$ cat src/rtl/riscv_pkg.sv
// Shared types for the RV32 hazard controller:
// forwarding selects, FSM states, shadow stage record.
package riscv_pkg;

  localparam logic [1:0] FWD_REG = 2'b00;
  localparam logic [1:0] FWD_WB  = 2'b01;
  localparam logic [1:0] FWD_MEM = 2'b10;

  typedef enum logic {
    ST_RUN   = 1'b0,
    ST_STALL = 1'b1
  } hz_state_e;

  typedef struct packed {
    logic [4:0] rd;
    logic [4:0] rs1;
    logic [4:0] rs2;
    logic       regwrite;
    logic       load;
  } shadow_t;

  localparam shadow_t BUBBLE = '{
    rd:       5'd0,
    rs1:      5'd0,
    rs2:      5'd0,
    regwrite: 1'b0,
    load:     1'b0
  };

  // M stage wins over W; x0 is never forwarded
  function automatic logic [1:0] fwd_sel(
    input logic       m_we,
    input logic [4:0] m_rd,
    input logic       w_we,
    input logic [4:0] w_rd,
    input logic [4:0] rs
  );
    logic [1:0] sel;
    sel = FWD_REG;
    if (m_we && m_rd != 5'd0 && m_rd == rs)
      sel = FWD_MEM;
    else if (w_we && w_rd != 5'd0 && w_rd == rs)
      sel = FWD_WB;
    return sel;
  endfunction

endpackage

$ cat src/rtl/hazard_shadow_stage.sv
// One shadow pipeline register tracking rd/rs/regwrite/load
// of the instruction in a stage; flush inserts a bubble.
module hazard_shadow_stage
  import riscv_pkg::*;
(
  input  logic    clk,
  input  logic    reset,
  input  logic    i_flush,
  input  shadow_t i_d,
  output shadow_t o_q
);

  shadow_t r_q;

  always_ff @(posedge clk or negedge reset) begin
    if (!reset)
      r_q <= BUBBLE;
    else if (i_flush)
      r_q <= BUBBLE;
    else
      r_q <= i_d;
  end

  assign o_q = r_q;

endmodule

$ cat src/rtl/hazard_control_unit.sv
// Pipeline hazard controller: forwarding, load-use stall,
// branch flush and saturating stall/flush perf counters.
module hazard_control_unit
  import riscv_pkg::*;
#(
  parameter int LOAD_USE_CYCLES = 1,
  parameter int CNT_W           = 16
)(
  input  logic             clk,
  input  logic             reset,
  input  logic [4:0]       Rs1D,
  input  logic [4:0]       Rs2D,
  input  logic [4:0]       RdD,
  input  logic             RegWriteD,
  input  logic             ResultSrcD,
  input  logic             PCSrcE,
  input  logic             cnt_clr,
  output logic [1:0]       ForwardAE,
  output logic [1:0]       ForwardBE,
  output logic             StallF,
  output logic             StallD,
  output logic             FlushD,
  output logic             FlushE,
  output logic [CNT_W-1:0] stall_cnt,
  output logic [CNT_W-1:0] flush_cnt
);

  localparam logic [1:0] LUC_M1 = 2'(LOAD_USE_CYCLES - 1);

  shadow_t          w_d;
  shadow_t          w_e;
  shadow_t          w_m;
  shadow_t          w_w;
  logic             w_hzd;
  logic             w_stall;
  logic             w_unused;
  hz_state_e        r_state;
  logic [1:0]       r_ctr;
  logic [CNT_W-1:0] r_stall_cnt;
  logic [CNT_W-1:0] r_flush_cnt;

  assign w_d = '{
    rd:       RdD,
    rs1:      Rs1D,
    rs2:      Rs2D,
    regwrite: RegWriteD,
    load:     ResultSrcD
  };

  hazard_shadow_stage u_e (
    .clk     (clk),
    .reset   (reset),
    .i_flush (FlushE),
    .i_d     (w_d),
    .o_q     (w_e)
  );

  hazard_shadow_stage u_m (
    .clk     (clk),
    .reset   (reset),
    .i_flush (1'b0),
    .i_d     (w_e),
    .o_q     (w_m)
  );

  hazard_shadow_stage u_w (
    .clk     (clk),
    .reset   (reset),
    .i_flush (1'b0),
    .i_d     (w_m),
    .o_q     (w_w)
  );

  assign w_unused = ^{w_m.rs1, w_m.rs2, w_m.load,
                      w_w.rs1, w_w.rs2, w_w.load};

  assign ForwardAE = fwd_sel(w_m.regwrite, w_m.rd,
                             w_w.regwrite, w_w.rd, w_e.rs1);
  assign ForwardBE = fwd_sel(w_m.regwrite, w_m.rd,
                             w_w.regwrite, w_w.rd, w_e.rs2);

  assign w_hzd = w_e.load && (w_e.rd != 5'd0) &&
                 ((w_e.rd == Rs1D) || (w_e.rd == Rs2D));

  // a taken branch squashes D, so any stall is dropped
  assign w_stall = !PCSrcE &&
                   ((r_state == ST_STALL) || w_hzd);

  assign StallF = w_stall;
  assign StallD = w_stall;
  assign FlushD = PCSrcE;
  assign FlushE = PCSrcE || w_stall;

  always_ff @(posedge clk or negedge reset) begin
    if (!reset) begin
      r_state <= ST_RUN;
      r_ctr   <= 2'd0;
    end else if (PCSrcE) begin
      r_state <= ST_RUN;
      r_ctr   <= 2'd0;
    end else begin
      case (r_state)
        ST_RUN: begin
          if (w_hzd) begin
            r_ctr <= LUC_M1;
            if (LUC_M1 != 2'd0)
              r_state <= ST_STALL;
          end
        end
        ST_STALL: begin
          r_ctr <= r_ctr - 2'd1;
          if (r_ctr <= 2'd1)
            r_state <= ST_RUN;
        end
        default: r_state <= ST_RUN;
      endcase
    end
  end

  always_ff @(posedge clk or negedge reset) begin
    if (!reset) begin
      r_stall_cnt <= '0;
      r_flush_cnt <= '0;
    end else if (cnt_clr) begin
      r_stall_cnt <= '0;
      r_flush_cnt <= '0;
    end else begin
      if (w_stall && r_stall_cnt != '1)
        r_stall_cnt <= r_stall_cnt + CNT_W'(1);
      if (PCSrcE && r_flush_cnt != '1)
        r_flush_cnt <= r_flush_cnt + CNT_W'(1);
    end
  end

  assign stall_cnt = r_stall_cnt;
  assign flush_cnt = r_flush_cnt;

endmodule

$ cat config.mk
export PLATFORM = sky130hd
export DESIGN_NAME = hazard_control_unit
export DESIGN_NICKNAME = d
export VERILOG_FILES = /design/src/rtl/riscv_pkg.sv /design/src/rtl/hazard_shadow_stage.sv /design/src/rtl/hazard_control_unit.sv
export SDC_FILE = /design/constraint.sdc
export NUM_CORES = 1
export LEC_CHECK = 0
export CAP_MARGIN = 20
export CORE_UTILIZATION = 55
export DETAILED_ROUTE_END_ITERATION = 10
export PLACE_DENSITY_LB_ADDON = 0.2
export SLEW_MARGIN = 20
export SYNTH_ARGS = -nofsm -noshare
export SYNTH_HDL_FRONTEND = slang
export SYNTH_HIERARCHICAL = 1
export SYNTH_SLANG_ARGS = --single-unit
$ cat constraint.sdc
create_clock -name clk -period 2.7 [get_ports clk]
set_clock_uncertainty 0.15 [all_clocks]
set_input_delay 0.54 -clock clk [delete_from_list [all_inputs] [get_ports clk]]
set_output_delay 0.54 -clock clk [all_outputs]
set_load 0.1 [all_outputs]
## Yosys cells after proc, flatten, opt, wreduce, memory -nomap -nowiden

Cells that the tools add are included.

| storage, ports and cells | value |
|---|---|
| ROM bits | 0 |
| latch bits | 0 |
| RAM bits | 0 |
| logic and storage cells | 62 |
| memories kept | 0 |
| bits in registers | 64 |
| output and inout bits | 40 |

| operators by class | value |
|---|---|
| equal/unequal tests | 9 |
| $add $sub $neg | 3 |
| bitwise logic cells | 1 |
| divide/modulo/power cells | 0 |
| reductions and logical operators | 20 |
| multiplexer cells | 15 |
| shift operators | 0 |
| magnitude comparators | 1 |
| multiply operators | 0 |

Operator list:

| kind | count |
|---|---|
| $mux W16 | 4 |
| $add A16 B1 Y16 const B | 2 |
| $ne A16 B16 Y1 const B | 2 |
| $eq A5 B5 Y1 | 6 |
| $mux W17 | 1 |
| $reduce_bool A5 Y1 | 3 |
| $logic_and A1 B1 Y1 | 11 |
| $mux W2 | 4 |
| $mux W1 | 5 |
| $pmux W2 S2 | 1 |
| $reduce_bool A2 Y1 | 2 |
| $logic_or A1 B1 Y1 | 3 |
| $ne A3 B3 Y1 const B | 1 |
| $le A2 B1 Y1 const B | 1 |
| $sub A2 B1 Y2 const B | 1 |
| $logic_not A1 Y1 | 1 |
| $not A1 Y1 | 1 |

## Longest topological paths before layout

Gate-level depths: netlist (run 1).

| depth | value |
|---|---|
| depth after elaboration | 8 |
| depth in mapped cells | 9 |

## By module

Netlist (run 1), hierarchy kept.

Modules (own cells, without submodules):

| module | area an instance (µm²) | sequential area each (µm²) | cells each | instances |
|---|---|---|---|---|
| hazard_control_unit | 2,284.7 | 875.8 | 250 | 1 |
| hazard_shadow_stage | 560.5 | 425.4 | 35 | 3 |

## Least setup slack after synthesis (run 1)

OpenSTA, ideal clock, no wires.

| timing | value |
|---|---|
| path kind | register -> output |
| from | register u_m.r_q (netlist bit u_m/o_q[12]) |
| to | output port ForwardAE[0] |
| arrival | 5.622 ns |
| stages on the path, launching flop included | 5 |
| path buffers | 0 |
| path slack | -3.612 ns |
| cells stage by stage | dfrtp_1 xnor2_1 nand3_1 nor4_1 nor4_1 |

| on the way | value |
|---|---|
| word-level cells in the longest chain between the ends | 4 |
| elaborated cells on any way between the ends | 5 |
| classes of those cells | eq/ne: 1; mux: 1; reduce/logical: 3 |

RTL lines:

| item | RTL line | text |
|---|---|---|
| start: declaration | hazard_shadow_stage.sv:13 | `shadow_t r_q;` |
| start signal: assignment | hazard_shadow_stage.sv:21 | `r_q <= i_d;` |
| $reduce_bool A5 Y1 | riscv_pkg.sv:40 | `if (m_we && m_rd != 5'd0 && m_rd == rs)` |
| $logic_and A1 B1 Y1 | riscv_pkg.sv:40 |  |
| $logic_and A1 B1 Y1 (*) | riscv_pkg.sv:40 |  |
| $mux W2 (*) | riscv_pkg.sv:40 |  |
| end: declaration | hazard_control_unit.sv:18 | `output logic [1:0] ForwardAE,` |

Every way passes the cells marked *; elsewhere a longest branch is shown, timed or not.

## Worst setup path after layout (run 1)

| timing | value |
|---|---|
| from | register u_m.r_q (netlist bit u_m/o_q[13]) |
| to | output port ForwardBE[0] |

| on the way | value |
|---|---|
| word-level cells in the longest chain between the ends | 4 |
| elaborated cells on any way between the ends | 5 |
| classes of those cells | eq/ne: 1; mux: 1; reduce/logical: 3 |

RTL lines:

| item | RTL line | text |
|---|---|---|
| $reduce_bool A5 Y1 | riscv_pkg.sv:40 |  |
| $logic_and A1 B1 Y1 | riscv_pkg.sv:40 |  |
| $logic_and A1 B1 Y1 (*) | riscv_pkg.sv:40 |  |
| $mux W2 (*) | riscv_pkg.sv:40 |  |
| end: declaration | hazard_control_unit.sv:19 | `output logic [1:0] ForwardBE,` |

Marks and branches as above.

==> results.txt, run 1 <==
Outcome - finished, violations left
Failing checks - negative setup slack
Ant. Diodes - 0
Post-layout nets - 417
Global-route wire length before repair - 12300 microns
GRT Residual Overflow - 0
Clk Latency, worst-skew pair - 0.34 ns
Startpoint types - register
RSZ-0062 raised after global routing - yes
Fin crit share - 103%
Die Ht - 79.0 microns
CP Class - register to output port
Worst Setup End Kind - output port
Detailed-route wire length per cell - 15.7 microns
GR Util All Layers - 26.0%
Post-Route WL - 7400 microns
Hold crit path type - input port to async pin
Clock Tree Root - clkbuf_8
CTS tree - yes
Dpl cell area - 0.00408 sq mm
Metal2 WL - 3830 microns
F_max - 361 MHz
Die width - 79.0 microns
Syn avg cell area - 10.5 sq um
Setup ws final - -0.0711 ns
Max VDD drop - 343 uV
Critical path required time - 2.01 ns
Via Count - 2624
Core ar. - 0.00561 sq mm
Post-Route Utilization - 78.8%
Std-Cell Rows - 27
Port-buffer cells - 60
Max-capacitance violation count - 0
Top sig layer - met4
Worst-path maximum fanout - 2
Rel. slew slack - 52.4%
Clk slew on worst S/H paths - 0.07 ns
Min Tclk post-route - 2.77 ns
Met1 wire length - 3130 microns
Fin cells - 470
Yosys warns - 6
Clock sinks - 64
Post-Syn Area - 0.00326 sq mm
Num CTS Buffers - 9
Pleak - 0.00195 uW
Slew Viols, Final - 0
Max Root-Sink Buffers - 2
Worst Tran Pin Value - 0.713 ns
Largest net degree at the start of global routing - 36
Post-synthesis cell count - 311
Setup TNS - -0.119 ns
Fill count - 385
Vias per Instance - 5.58
Design area - 0.00442 sq mm
Post-DP HPWL - 4990 microns
Initial DRT Pass Iterations - 4
Initial antenna violation count - 0
CP Data Arrival Time - 2.08 ns
Vias in the first global route - 2576
CTS H-tree depth - 3
Pwr/cell area - 493 mW/mm^2
Power, Total - 2180 uW
Die area - 0.00624 sq mm
Post-CTS Hold Buffers - 0
Setup-failing EPs final - 3
Fin. Hold Viols - 0
RD Place Congestion - 0.808
P&R area growth vs syn - 35.4%
Iteration-0 DRC count of the detailed router - 180
Starting Density - 58.2%
Num ports - 61
Met3 wire length - 298 microns
Placed cells - 443
DRC - 0
Share of layout cells above drive strength 1 - 29.9%
Routed Antenna Nets - 0
## routing by layer
metal,track usage (%),up-vias
li1,-,1261
met1,33.6,1268
met2,42.9,81
met3,4.02,14
met4,12.2,0
met5,0,-
## cells in the final DEF (no fill, tap or decap), types with 2 or more instances in the layout
cell type        count
ha_1                 3
nor4_1               3
or4_1               15
nor2b_1             15
xnor2_1             19
xor2_1              17
conb_1              10
a21oi_1             20
and2b_2             15
clkbuf_1             3
or3_1                4
and3_1               5
nand2_1             19
nor2_1              15
o31a_1               2
dlygate4sd2_1        3
or4_4                3
buf_12              10
buf_4               47
nor4_4               4
nor3_1               5
clkdlybuf4s50_1     16
dfrtp_1             55
nand3_1             16
o21ai_1              5
dfrtp_2              9
inv_1                3
nand4_1              4
bufinv_16            2
o21ai_4              2
o31ai_1             14
xnor2_2              5
and3_4               2
clkbuf_8            10
## path summary, 6_finish.rpt
kind | cells past startpoint | slack [ns] | start | endpoint
min reg2reg | 1 | 0.33 | u_e/o_q[1]$_DFF_PN0_ | u_m/o_q[1]$_DFF_PN0_
max in group asynchronous | 2 | 1.66 | reset | u_e/o_q[14]$_DFF_PN0_
min in group clk | 1 | 0.33 | u_e/o_q[1]$_DFF_PN0_ | u_m/o_q[1]$_DFF_PN0_
min | 1 | 0.1 | reset | stall_cnt[5]$_DFFE_PN0P_
max reg2reg | 9 | 0.23 | u_e/o_q[15]$_DFF_PN0_ | stall_cnt[6]$_DFFE_PN0P_
max | 5 | -0.07 | u_m/o_q[13]$_DFF_PN0_ | ForwardBE[0]
## critical path: stages, from the launching register on
cell,delay [ns]
dfrtp_1,0.39
or4_4,0.55
o21ai_4,0.18
nor4_4,0.08
nor4_4,0.34
buf_12,0.22
## through the flow
step                hold slack [ns]  setup slack (ns)
floorplan                    0.0944            -0.353
global placement              0.301           -0.0245
detailed placement            0.314           -0.0842
CTS                           0.109           -0.0632
global route                  0.144            -0.129
finish                       0.0959           -0.0711
## sequential cells by signal, indices dropped and copies added (netlist names)
| signal | count |
|---|---|
| flush_cnt | 16 |
| r_ctr | 2 |
| r_state | 1 |
| stall_cnt | 16 |
| u_e/o_q | 17 |
| u_m/o_q | 6 |
| u_w/o_q | 6 |
## area by class of cell
cell class	instances	area [sq um]	area share, %
well taps	72	90.1	2.04
multi-input cells	237	1740	39.4
repair buffers	77	744	16.9
flip-flops and latches	64	1610	36.5
clock inverters	3	65.1	1.47
clock buffers	13	149	3.37
inverters	4	15.0	0.340
## what timing repair did
action	in CTS	in global routing
resized for setup	12	2
setup endpoints to repair	5	5
pin swaps	6	4
setup buffers	9	2
## power by group
part	switching, uW	leakage (uW)	total (uW)	internal, uW
clock network	361	0.000108	907	546
logic	149	0.000982	263	113
registers	26.2	0.000857	1010	982
(Power assumes the default switching activity.)
==> inputs of run 2 (changes only) <==
Settings changed: CORE_MARGIN from default to 5.
==> results.txt, run 2 (synthesis gave the netlist of run 1 again) <==
Outcome - finished, violations left (unchanged)
Failing checks - negative setup slack (unchanged)
Worst path slowest cell - or4_4 (unchanged)
Largest net degree at the start of global routing - 34 (was 36)
Fin. Hold Viols - 0 (unchanged)
F_max - 363 MHz (was 361 MHz)
Most common cell on crit path - nor4_4 (unchanged)
Ant. Diodes - 0 (unchanged)
Metal2 WL - 3630 microns (was 3830 microns)
Die width - 87.0 microns (was 79.0 microns)
Slew Viols, Final - 0 (unchanged)
Hold crit path type - input port to async pin (unchanged)
Global-route wire length before repair - 12400 microns (was 12300 microns)
Routed Antenna Nets - 0 (unchanged)
Setup ws final - -0.0552 ns (was -0.0711 ns)
Most common cell after layout, fill and taps aside - dfrtp_1 (unchanged)
Most frequent cells in the layout - dfrtp_1 (56), buf_4 (50), a21oi_1 (20), xnor2_1 (19), nand2_1 (19) (was dfrtp_1 (55), buf_4 (47), a21oi_1 (20), xnor2_1 (19), nand2_1 (19))
Pwr/cell area - 448 mW/mm^2 (was 493 mW/mm^2)
RD Place Congestion - 0.832 (was 0.808)
Largest register FFs - 17 (unchanged)
Vias per Instance - 5.56 (was 5.58)
Post-DP HPWL - 5170 microns (was 4990 microns)
Critical path required time - 2.01 ns (about the same)
Min Tclk post-route - 2.76 ns (was 2.77 ns)
Post-layout nets - 419 (was 417)
Post-CTS Hold Buffers - 0 (unchanged)
GRT Residual Overflow - 0 (unchanged)
Placed cells - 448 (was 443)
Die Ht - 87.0 microns (was 79.0 microns)
CP Data Arrival Time - 2.07 ns (was 2.08 ns)
Pleak - 0.00198 uW (was 0.00195 uW)
CP max stage delay - 0.55 ns (about the same)
CP Class - register to output port (unchanged)
Fin cells - 475 (was 470)
Vias in the first global route - 2670 (was 2576)
DRC - 0 (unchanged)
CP bufs+invs - 1 (unchanged)
Storage element area - 0.00161 sq mm (about the same)
Critical path cell sequence - or4_4 > o21ai_4 > nor4_4 > nor4_4 > buf_12 (unchanged)
Initial DRT Pass Iterations - 4 (unchanged)
Worst Tran Pin Value - 0.756 ns (was 0.713 ns)
Dpl cell area - 0.00409 sq mm (was 0.00408 sq mm)
Worst-path maximum fanout - 2 (unchanged)
Starting Density - 55.8% (was 58.2%)
Rel. slew slack - 49.5% (was 52.4%)
Max VDD drop - 277 uV (was 343 uV)
Port-buffer cells - 60 (unchanged)
Clk slew on worst S/H paths - 0.07 ns (about the same)
Met1 wire length - 3050 microns (was 3130 microns)
Startpoint types - register (unchanged)
P&R area growth vs syn - 34.0% (was 35.4%)
Max Root-Sink Buffers - 2 (unchanged)
Share of layout cells above drive strength 1 - 30.0% (was 29.9%)
CTS tree - yes (unchanged)
Setup-failing EPs final - 2 (was 3)
CTS H-tree depth - 3 (unchanged)
Core ar. - 0.00585 sq mm (was 0.00561 sq mm)
Fill count - 414 (was 385)
Initial antenna violation count - 0 (unchanged)
Met3 wire length - 329 microns (was 298 microns)
Max-capacitance violation count - 0 (unchanged)
RSZ-0062 raised after global routing - yes (unchanged)
Design area - 0.00437 sq mm (was 0.00442 sq mm)
Detailed-route wire length per cell - 15.1 microns (was 15.7 microns)
Fin crit share - 102% (was 103%)
Post-Route WL - 7170 microns (was 7400 microns)
GR Util All Layers - 20.9% (was 26.0%)
Num CTS Buffers - 9 (unchanged)
Area of the multi-input gates - 0.00173 sq mm (was 0.00174 sq mm)
Cell family with most CP delay - simple AND/OR/NAND/NOR gates (unchanged)
Iteration-0 DRC count of the detailed router - 128 (was 180)
Via Count - 2640 (was 2624)
Clock Tree Root - clkbuf_8 (unchanged)
Worst Setup End Kind - output port (unchanged)
WHS - 0.0728 ns (was 0.0959 ns)
Std-Cell Rows - 28 (was 27)
Num ports - 61 (unchanged)
Top sig layer - met4 (unchanged)
Die area - 0.00757 sq mm (was 0.00624 sq mm)
Clk Latency, worst-skew pair - 0.33 ns (was 0.34 ns)
Clock sinks - 64 (unchanged)
run 2: cell types whose count changed in the layout (fill, tap and decap cells not counted), sizes merged:
| cell | previous run | this run |
|---|---|---|
| clkdlybuf4s50 | 16 | 10 |
| dlymetal6s2s | 0 | 6 |
| clkinv | 1 | 4 |
| buf | 58 | 60 |
| bufinv | 2 | 0 |
| clkbuf | 13 | 12 |
run 2: layout make-up:
type,count,area share [%]
clock buffers,12,3.32
well taps,75,2.15
inverters,4,0.343
flip-flops and latches,64,36.9
repair buffers,79,17.4
multi-input cells,237,39.5
clock inverters,4,0.458
run 2: final timing paths:
kind	slack (ns)	end	depth (start not counted)	from
min in group clk	0.32	u_m/o_q[1]$_DFF_PN0_	1	u_e/o_q[1]$_DFF_PN0_
min reg2reg	0.32	u_m/o_q[1]$_DFF_PN0_	1	u_e/o_q[1]$_DFF_PN0_
max reg2reg	0.32	stall_cnt[3]$_DFFE_PN0P_	9	u_e/o_q[15]$_DFF_PN0_
max	-0.06	ForwardAE[0]	5	u_m/o_q[15]$_DFF_PN0_
max in group asynchronous	1.60	u_m/o_q[1]$_DFF_PN0_	2	reset
min	0.07	stall_cnt[6]$_DFFE_PN0P_	1	reset
run 2: per-stage QoR:
step	TNS, ns	utilization (%)	setup slack [ns]	total power [uW]
2_1_floorplan	-0.787	-	-0.353	1180
3_3_place_gp	-0.0249	69.9	-0.0126	1260
3_5_place_dp	-0.615	69.9	-0.0757	1270
4_1_cts	-0.163	74.0	-0.0656	1970
5_1_grt	-0.321	74.7	-0.123	2050
6_report	-0.0863	74.7	-0.0552	1960
run 2: power breakdown:
group          total, uW  leakage (uW)  internal [uW]  switching (uW)
clock                697     0.0000899            352             345
combinational        256       0.00103            110             146
sequential          1010      0.000858            983            24.7
run 2: what timing repair did:
action                                  in CTS  in global routing
pin swaps                                    7                  6
buffers inserted                             9                  2
endpoints found under the setup margin       5                  5
gates resized for setup                      7                  9
run 2: metal layers:
metal / global-route usage (%) / vias up
met5: 0 / -
met4: 10.6 / 0
met3: 3.31 / 14
met2: 34.6 / 72
met1: 26.5 / 1288
li1: - / 1266
